`src/rtl/rr_burst_arbiter.sv`:
```
// rr_burst_arbiter
//   Locking round-robin arbiter. N decoupled requesters share one decoupled
//   output. A winner keeps the grant until its burst ends, either on its
//   in_last flag or when MAX_BEATS beats have been transferred. Payload,
//   valid and ready paths are combinational; only the arbitration and lock
//   state is registered.
//
// Ports
//   clk         clock
//   reset       synchronous, active-high reset
//   in_valid    [N]      per-requester valid
//   in_ready    [N]      per-requester ready (only the selected one can be high)
//   in_bits     [N*W]    payloads, requester i at [i*W +: W]
//   in_last     [N]      per-requester end-of-burst flag
//   out_ready   downstream ready
//   out_valid   downstream valid
//   out_bits    [W]      selected payload
//   out_last    final beat of the current burst (flag or beat cap)
//   out_chosen  [clog2(N)] index of the selected requester
//   busy        high while a burst lock is held (registered)
module rr_burst_arbiter #(
    parameter int unsigned N         = 4,
    parameter int unsigned W         = 8,
    parameter int unsigned MAX_BEATS = 8
) (
    input  logic                                   clk,
    input  logic                                   reset,
    input  logic [N-1:0]                           in_valid,
    output logic [N-1:0]                           in_ready,
    input  logic [N*W-1:0]                         in_bits,
    input  logic [N-1:0]                           in_last,
    input  logic                                   out_ready,
    output logic                                   out_valid,
    output logic [W-1:0]                           out_bits,
    output logic                                   out_last,
    output logic [((N > 1) ? $clog2(N) : 1)-1:0]   out_chosen,
    output logic                                   busy
);

    localparam int IW = (N > 1) ? $clog2(N) : 1;
    localparam int CW = $clog2(MAX_BEATS + 1);

    typedef enum logic {
        ST_IDLE,
        ST_LOCKED
    } state_t;

    state_t          st_q, st_d;
    logic [IW-1:0]   lock_idx_q, lock_idx_d;
    logic [IW-1:0]   last_grant_q, last_grant_d;
    logic [CW-1:0]   beat_cnt_q, beat_cnt_d;

    logic [W-1:0]    bits_arr [N];
    logic [IW-1:0]   cand;
    logic [IW-1:0]   sel;
    logic            cap_hit;
    logic            fire;

    // Unpack the flat payload bus so selection is a plain array index.
    for (genvar g = 0; g < N; g++) begin : g_unpack
        assign bits_arr[g] = in_bits[g*W +: W];
    end

    // Round-robin candidate: lowest valid index above last_grant, otherwise
    // the lowest valid index overall, otherwise 0.
    always_comb begin
        logic          found_hi;
        logic          found_any;
        logic [IW-1:0] cand_hi;
        logic [IW-1:0] cand_any;
        found_hi  = 1'b0;
        found_any = 1'b0;
        cand_hi   = '0;
        cand_any  = '0;
        for (int unsigned i = 0; i < N; i++) begin
            if (in_valid[i] && !found_any) begin
                found_any = 1'b1;
                cand_any  = IW'(i);
            end
            if (in_valid[i] && !found_hi && (i > 32'(last_grant_q))) begin
                found_hi = 1'b1;
                cand_hi  = IW'(i);
            end
        end
        cand = found_hi ? cand_hi : cand_any;
    end

    always_comb begin
        sel = (st_q == ST_LOCKED) ? lock_idx_q : cand;
    end

    always_comb begin
        for (int unsigned i = 0; i < N; i++) begin
            in_ready[i] = out_ready && (32'(sel) == i);
        end
    end

    // The cap is judged on the beat about to transfer: in IDLE that is the
    // first beat of a burst, in LOCKED it is beat beat_cnt_q + 1.
    always_comb begin
        if (st_q == ST_LOCKED) begin
            cap_hit = ((32'(beat_cnt_q) + 32'd1) == MAX_BEATS);
        end else begin
            cap_hit = (MAX_BEATS == 1);
        end
    end

    always_comb begin
        out_chosen = sel;
        out_bits   = bits_arr[sel];
        out_valid  = in_valid[sel];
        out_last   = in_last[sel] || cap_hit;
        fire       = out_valid && out_ready;
    end

    // Next-state logic. Priority only rotates when a burst completes, so a
    // stalled or starved cycle leaves last_grant untouched.
    always_comb begin
        st_d         = st_q;
        lock_idx_d   = lock_idx_q;
        last_grant_d = last_grant_q;
        beat_cnt_d   = beat_cnt_q;
        case (st_q)
            ST_IDLE: begin
                if (fire) begin
                    if (out_last) begin
                        last_grant_d = sel;
                    end else begin
                        st_d       = ST_LOCKED;
                        lock_idx_d = sel;
                        beat_cnt_d = CW'(1);
                    end
                end
            end
            ST_LOCKED: begin
                if (fire) begin
                    beat_cnt_d = beat_cnt_q + CW'(1);
                    if (out_last) begin
                        st_d         = ST_IDLE;
                        last_grant_d = lock_idx_q;
                        beat_cnt_d   = '0;
                    end
                end
            end
            default: begin
                st_d = ST_IDLE;
            end
        endcase
    end

    always_ff @(posedge clk) begin
        if (reset) begin
            st_q         <= ST_IDLE;
            lock_idx_q   <= '0;
            last_grant_q <= IW'(N - 1);
            beat_cnt_q   <= '0;
        end else begin
            st_q         <= st_d;
            lock_idx_q   <= lock_idx_d;
            last_grant_q <= last_grant_d;
            beat_cnt_q   <= beat_cnt_d;
        end
    end

    assign busy = (st_q == ST_LOCKED);

endmodule
```
`config.mk`:
```
export PLATFORM = sky130hd
export DESIGN_NAME = rr_burst_arbiter
export DESIGN_NICKNAME = d
export VERILOG_FILES = /design/src/rtl/rr_burst_arbiter.sv
export SDC_FILE = /design/constraint.sdc
export NUM_CORES = 1
export LEC_CHECK = 0
export ABC_CLOCK_PERIOD_IN_PS = 7300
export CORE_MARGIN = 2
export CORE_UTILIZATION = 40
export DETAILED_ROUTE_END_ITERATION = 16
export PLACE_DENSITY = 0.94
export RECOVER_POWER = 100
export SETUP_SLACK_MARGIN = 0.15
export SLEW_MARGIN = 40
export SYNTH_ARGS = -nofsm -noshare
export SYNTH_HDL_FRONTEND = slang
export SYNTH_SLANG_ARGS = --single-unit
```
`constraint.sdc`:
```
create_clock -name clk -period 7.3 [get_ports clk]
set_clock_uncertainty 0.05 [all_clocks]
set_input_delay 2.19 -clock clk [delete_from_list [all_inputs] [get_ports clk]]
set_output_delay 2.19 -clock clk [all_outputs]
set_load 0.02 [all_outputs]
```
==> results.txt, run 1 <==
----------------------------------------------------
[Detailed routing]
  Post-route ant nets ... 0
  Detailed Route WL ... 3440 um
  Via count ... 1291
  DRC marker count from the first detailed-route iteration ... 24
  Ratio of routed vias to standard cells ... 5.45
  Drc violations ... 0
  Detailed-routing iteration count for the pre-antenna-repair pass ... 4
  WL per Instance ... 14.5 um

[Finish]
  Final layout net count ... 254
  Leading cell types in the layout, fill and taps excluded ... 43 x sky130_fd_sc_hd__clkdlybuf4s50_1, 39 x sky130_fd_sc_hd__nand2_1, 15 x sky130_fd_sc_hd__nor2_1, 14 x sky130_fd_sc_hd__dlygate4sd3_1, 10 x sky130_fd_sc_hd__and3_1
  Proportion of layout cells with a drive suffix above 1 ... 6.70%
  Most frequent standard cell in the layout excluding fill and tap cells ... sky130_fd_sc_hd__clkdlybuf4s50_1
  Diodes inserted ... 0
  Area growth, synth to finish ... 65.1%
  Layout filler cell count ... 191

[Die]
  Number of top-level pins ... 60
  Die outline area ... 2840 um^2
  Standard-cell rows ... 17
  Die width ... 53.3 um
  Area of the core ... 2250 um^2
  Initial standard-cell utilization of the core ... 43.1%
  DIE HEIGHT ... 53.3 um

[Global route]
  Pin count of the biggest net entering global routing ... 20
  GRT Total Usage ... 25.5%
  Global-route wire length before repair ... 5330 um
  Vias in the first global route ... 1214
  Overflow left after global routing ... 0
  Antenna violations before repair ... 0

[Critical path]
  Top Family by Delay on Critical Path ... buffers and inverters
  Endpoint class of the critical path ... output port
  Highest net fanout along the worst path ... 6
  Worst EP arrival ... 4.81 ns
  Worst setup path start ... in_valid[1]
  Critical path type ... input pin to output port
  Chain of cells forming the critical path ... dlygate4sd3_1 > or3b_1 > o311ai_2 > o21a_1 > inv_1 > mux4_2 > nor2_1 > inv_1 > clkdlybuf4s50_1
  CP bufs+invs ... 4
  Critical path's slowest cell ... sky130_fd_sc_hd__dlygate4sd3_1
  Critical path's largest stage delay ... 0.61 ns
  Required time at the endpoint of the critical path ... 5.06 ns
  Crit path launch type ... input pin
  Most used cell, CP ... sky130_fd_sc_hd__inv_1

[Timing]
  Count of final setup violators ... 0
  Sum of negative setup slack ... 0 ns
  Hold_ws ... 0.469 ns
  Actual transition at the worst max-transition pin ... 0.633 ns
  Final worst path period share ... 96.5%
  Min Clock Period, post-route ... 7.05 ns
  Fmax ... 0.142 GHz
  Setup repair after global routing missed its margin ... no
  Slew headroom ... 57.4%
  Slew Viols, Final ... 0
  Hold Violations, Final ... 0

[Yosys]
  Number of unique standard cell types used by synthesis ... 43
  Area fraction of the dominant cell type after synthesis ... 18.6%
  Share of synthesized registers carrying an async set or reset ... 0%
  Synth warn ... 0
  Syn_area_per_cell ... 6.60 um^2
  Primary FF master, synth ... sky130_fd_sc_hd__dfxtp_1
  Proportion of synthesized chip area in sequential cells ... 18.6%
  Cell types with the largest area share after synthesis ... sky130_fd_sc_hd__dfxtp_1 19%, sky130_fd_sc_hd__nand2_1 15%, sky130_fd_sc_hd__and3_1 6.4%
  Post-synthesis instance area ... 971 um^2
  Cell count after synthesis ... 147
  Cell type with the highest aggregate area in the netlist ... sky130_fd_sc_hd__dfxtp_1
  Number of synthesized flops with an enable pin ... 0
  Post-synthesis net count ... 191
  Synthesis-stage register bit count ... 9

[Clock network]
  Total clock buffers created by CTS ... 3
  Clock transition at path regs ... 0.05 ns
  Cell chosen for the clock root ... sky130_fd_sc_hd__clkbuf_4
  Hold buffer count at CTS ... 0
  Clock Tree Buf Depth ... 2
  CTS H-tree lvls ... 1
  Skew-Pair Late Insertion Delay ... 0.26 ns
  Sinks on the clock net ... 9
  Buffer count from post-CTS setup fixing ... 0
  CTS tree ... yes

[Power and ir drop]
  Power density relative to cell area ... 217 nW/um^2
  Leakage ... 0.696 nW
  Worst ir drop on vdd ... 0.000154 V

[Hold path]
  Beginning of the worst hold path ... beat_cnt_q[2]
  Hold WC Path Type ... flip-flop to flip-flop

[Placed design]
  RePlAce Congestion ... 0.924
  Half-perimeter wire length of the detailed placement result ... 2750 um
  Number of I/O port buffers ... 59

[Run status]
  Status ... complete, no violations

[Run]
  Number of max-cap violations ... 0

----------------------------------------------------
[tightest hold or removal path: stages, from the launching register on]
cell                      delay, ns
sky130_fd_sc_hd__dfxtp_1       0.33
sky130_fd_sc_hd__o21ai_0       0.08
sky130_fd_sc_hd__a21oi_1       0.06
[final cells by class]
cell class | instances | area (um^2) | area share, %
repair buffers | 66 | 627 | 39.1
clock buffers | 4 | 26.3 | 1.64
well taps | 28 | 35.0 | 2.19
inverters | 7 | 26.3 | 1.64
flip-flops and latches | 9 | 180 | 11.2
multi-input cells | 123 | 708 | 44.2
[cell families after synthesis]
logic type      Yosys count  share of synthesized area [%]
fa+ha+maj                 1                           1.29
mux                       7                           8.63
flops                     9                           18.6
buf+inv                  15                           6.70
compound gates           29                           21.0
simple gates             86                           43.8
[path summary, 6_finish.rpt]
kind	cells past startpoint	slack [ns]	endpoint
hold / removal	2	0.47	beat_cnt_q[2]
setup reg to reg	8	4.48	beat_cnt_q[0]
hold reg to reg	2	0.47	beat_cnt_q[2]
setup / recovery	9	0.25	out_last
[through the flow]
stage                     utilization (%)  cell area (um^2)  power [mW]  setup slack, ns  cells
after CTS                            72.6              1640       0.371            0.234    237
final                                71.1              1600       0.348            0.255    237
after floorplan                         -               971       0.213             1.09    147
after detailed placement             71.4              1610       0.331            0.262    233
after global routing                 71.1              1600       0.374            0.103    237
after global placement               71.4              1610       0.324            0.388    233
[cells in the mapped netlist, drive strengths merged, types with 2 or more instances]
cell,count
nand2,39
nor2,15
and3,10
dfxtp,9
a31oi,8
o21ai,7
inv,6
nor2b,6
mux2i,5
a21oi,4
buf,4
clkbuf,4
nand3,4
a211oi,2
o311ai,2
or2,2
[routing by layer]
layer	global-route usage (%)	share of wire, %	vias to the layer above
met1	30.9	40	585
met3	6.21	5.3	12
met5	0	0	-
met4	11.5	3.0	0
met2	42.0	51	48
li1	-	-	646
[power by group]
| part | internal (mW) | switching (mW) | leakage [nW] |
|---|---|---|---|
| combinational | 0.112 | 0.135 | 0.608 |
| sequential | 0.0551 | 0.00769 | 0.0734 |
| clock | 0.0210 | 0.0163 | 0.0150 |
| total | 0.189 | 0.159 | 0.696 |
[repair_timing]
action | in CTS | in global routing
endpoints found under the setup margin | 0 | 8
endpoints found under the hold margin | 0 | 0
gates resized for setup | 0 | 5
Power figures use the tool's default switching activity.
==> inputs of run 2 (changes only) <==
--- a/config.mk
+++ b/config.mk
@@ -6,7 +6,7 @@
 export NUM_CORES = 1
 export LEC_CHECK = 0
 export ABC_CLOCK_PERIOD_IN_PS = 7300
-export CORE_MARGIN = 2
+export CORE_MARGIN = 3
 export CORE_UTILIZATION = 40
 export DETAILED_ROUTE_END_ITERATION = 16
 export PLACE_DENSITY = 0.94
==> results.txt, run 2 (synthesis results as in run 1) <==
----------------------------------------------------
[Critical path]
  Critical path's largest stage delay ... 0.69 ns (was 0.61 ns)
  Reg-to-reg critical path startpoint ... last_grant_q[1]
  Top Family by Delay on Critical Path ... buffers and inverters (unchanged)
  Critical path type ... input pin to output port (unchanged)
  Reg-to-Reg End ... beat_cnt_q[0] (unchanged)
  Worst R2R Path Depth ... 10 (was 8)
  CP bufs+invs ... 4 (unchanged)
  Endpoint class of the critical path ... output port (unchanged)
  Setup slack of the most critical reg-to-reg path ... 4.31 ns (was 4.48 ns)
  Most used cell, CP ... sky130_fd_sc_hd__dlygate4sd3_1 (was sky130_fd_sc_hd__inv_1)
  Crit path launch type ... input pin (unchanged)
  Critical path's slowest cell ... sky130_fd_sc_hd__dlygate4sd3_1 (unchanged)
  Required time at the endpoint of the critical path ... 5.06 ns (about the same)
  Chain of cells forming the critical path ... dlygate4sd3_1 > or3b_1 > o311ai_2 > o21a_1 > inv_1 > clkbuf_1 > and3_1 > a31oi_1 > dlygate4sd3_1 (was dlygate4sd3_1 > or3b_1 > o311ai_2 > o21a_1 > inv_1 > mux4_2 > nor2_1 > inv_1 > clkdlybuf4s50_1)
  Worst EP arrival ... 4.90 ns (was 4.81 ns)
  Highest net fanout along the worst path ... 14 (was 6)

[Timing]
  Fmax ... 0.140 GHz (was 0.142 GHz)
  Count of final setup violators ... 0 (unchanged)
  Sum of negative setup slack ... 0 ns (unchanged)
  Actual transition at the worst max-transition pin ... 0.587 ns (was 0.633 ns)
  Slew Viols, Final ... 0 (unchanged)
  Hold Violations, Final ... 0 (unchanged)
  Setup repair after global routing missed its margin ... yes (was no)
  Min Clock Period, post-route ... 7.14 ns (was 7.05 ns)
  Final worst path period share ... 97.8% (was 96.5%)
  Slew headroom ... 60.5% (was 57.4%)

[Power and ir drop]
  Worst ir drop on vdd ... 0.000180 V (was 0.000154 V)
  Power share of the clock group ... 10.5% (was 10.7%)
  Leakage ... 0.688 nW (was 0.696 nW)
  Cell Int Power ... 0.193 mW (was 0.189 mW)
  Power density relative to cell area ... 221 nW/um^2 (was 217 nW/um^2)
  Proportion of power drawn by flip-flops and latches ... 17.9% (was 18.1%)
  Tot Pwr ... 0.354 mW (was 0.348 mW)
  Switching part of the total ... 45.5% (was 45.7%)
  Switching power ... 0.161 mW (was 0.159 mW)
  Combinational fraction of design power ... 71.6% (was 71.2%)

[Finish]
  Final layout net count ... 252 (was 254)
  Leading cell types in the layout, fill and taps excluded ... 50 x sky130_fd_sc_hd__clkdlybuf4s50_1, 39 x sky130_fd_sc_hd__nand2_1, 14 x sky130_fd_sc_hd__nor2_1, 10 x sky130_fd_sc_hd__and3_1 (was 43 x sky130_fd_sc_hd__clkdlybuf4s50_1, 39 x sky130_fd_sc_hd__nand2_1, 15 x sky130_fd_sc_hd__nor2_1, 14 x sky130_fd_sc_hd__dlygate4sd3_1, 10 x sky130_fd_sc_hd__and3_1)
  Proportion of layout cells with a drive suffix above 1 ... 5.80% (was 6.70%)
  Area growth, synth to finish ... 64.7% (was 65.1%)
  Number of non-filler instances in the completed layout ... 235 (was 237)
  Diodes inserted ... 0 (unchanged)
  Most frequent standard cell in the layout excluding fill and tap cells ... sky130_fd_sc_hd__clkdlybuf4s50_1 (unchanged)
  Layout filler cell count ... 201 (was 191)

[Hold path]
  Beginning of the worst hold path ... lock_idx_q[1] (was beat_cnt_q[2])
  Hold Crit Endpoint ... lock_idx_q[1] (was beat_cnt_q[2])
  Hold WC Path Type ... flip-flop to flip-flop (unchanged)
  Hold path depth ... 2 (unchanged)

[Detailed routing]
  Ratio of routed vias to standard cells ... 5.48 (was 5.45)
  Post-route ant nets ... 0 (unchanged)
  DR top layer ... met4 (unchanged)
  DRC marker count from the first detailed-route iteration ... 48 (was 24)
  Detailed-routing iteration count for the pre-antenna-repair pass ... 4 (unchanged)
  Via count ... 1288 (was 1291)
  WL per Instance ... 14.9 um (was 14.5 um)
  Met2 Wirelength ... 1810 um (was 1770 um)
  Drc violations ... 0 (unchanged)
  Detailed-route wire length on metal 1 ... 1500 um (was 1390 um)
  Routed wire length on met3 ... 149 um (was 182 um)
  Detailed Route WL ... 3500 um (was 3440 um)

[Global route]
  Pin count of the biggest net entering global routing ... 21 (was 20)
  GRT Total Usage ... 23.5% (was 25.5%)
  Antenna violations before repair ... 0 (unchanged)
  Overflow left after global routing ... 0 (unchanged)
  Global-route wire length before repair ... 5940 um (was 5330 um)
  Vias in the first global route ... 1204 (was 1214)

[Clock network]
  Hold buffer count at CTS ... 0 (unchanged)
  CTS H-tree lvls ... 1 (unchanged)
  CTS tree ... yes (unchanged)
  Buffer count from post-CTS setup fixing ... 0 (unchanged)
  Total clock buffers created by CTS ... 3 (unchanged)
  Sinks on the clock net ... 9 (unchanged)
  Cell chosen for the clock root ... sky130_fd_sc_hd__clkbuf_4 (unchanged)
  Clock Tree Buf Depth ... 2 (unchanged)
  Skew-Pair Late Insertion Delay ... 0.25 ns (was 0.26 ns)
  Clock transition at path regs ... 0.05 ns (about the same)
  Number of resized instances in the post-cts repair step ... 0 (unchanged)

[Placed design]
  Half-perimeter wire length of the detailed placement result ... 2730 um (was 2750 um)
  Number of I/O port buffers ... 59 (unchanged)
  DP Cell Count ... 231 (was 233)
  RePlAce Congestion ... 0.861 (was 0.924)

[Die]
  Standard-cell rows ... 17 (unchanged)
  DIE HEIGHT ... 55.3 um (was 53.3 um)
  Area of the core ... 2250 um^2 (unchanged)
  Die width ... 55.3 um (was 53.3 um)
  Number of top-level pins ... 60 (unchanged)
  Die outline area ... 3050 um^2 (was 2840 um^2)
  Initial standard-cell utilization of the core ... 43.1% (unchanged)

[Run]
  Number of max-cap violations ... 0 (unchanged)

[Run status]
  Status ... complete, no violations (unchanged)

----------------------------------------------------
==> run 2: changes by cell type in the layout (fill, tap and decap cells not counted), sizes merged <==
cell / change
dlygate4sd3: -5
clkdlybuf4s50: +7
buf: -3
clkbuf: -1
==> run 2: worst min-delay path, delay by kind of cell, from the launching register on <==
kind,cells,cell delay [ns]
DFF,1,0.33
and+or+nand+nor,1,0.08
muxes,1,0.07
==> run 2: stage by stage <==
step	cell area [um^2]	utilization (%)	hold WS (ns)	setup WS [ns]
detailed placement	1600	70.8	0.458	0.202
CTS	1620	71.9	0.467	0.176
floorplan	971	-	0.410	1.09
finish	1600	70.9	0.468	0.163
global placement	1600	70.8	0.432	0.273
global route	1600	70.9	0.519	0.0566
==> run 2: power groups by stage <==
| stage | clock, mW | sequential [mW] | combinational (mW) |
|---|---|---|---|
| after global routing | 0.0426 | 0.0645 | 0.272 |
| after detailed placement | 0 | 0.0643 | 0.263 |
| final | 0.0370 | 0.0634 | 0.253 |
| after CTS | 0.0385 | 0.0633 | 0.264 |
| after floorplan | 0 | 0.0613 | 0.152 |
| after global placement | 0 | 0.0638 | 0.256 |
==> run 2: per-layer routing <==
metal  vias to the layer above  global-route usage [%]
met2                        41                    40.4
met3                         6                    3.04
met1                       602                    30.7
met4                         0                    5.90
li1                        639                       -
met5                         -                       0
==> run 2: cell type report <==
| type | instances | area (um^2) | share of cell area [%] |
|---|---|---|---|
| multi-input cells | 123 | 711 | 44.4 |
| repair buffers | 64 | 621 | 38.8 |
| flip-flops and latches | 9 | 180 | 11.3 |
| well taps | 28 | 35.0 | 2.19 |
| clock buffers | 4 | 26.3 | 1.64 |
| inverters | 7 | 26.3 | 1.64 |
==> run 2: worst max-delay path by stage <==
stage          cells past startpoint           to  slack, ns         from
2_1_floorplan                      7  out_bits[0]       1.09  in_valid[3]
3_3_place_gp                       9     out_last       0.27  in_valid[1]
3_5_place_dp                       9     out_last       0.20  in_valid[3]
4_1_cts                            9     out_last       0.18  in_valid[3]
5_1_grt                            9     out_last       0.06  in_valid[1]
6_report                           9  out_bits[0]       0.16  in_valid[1]
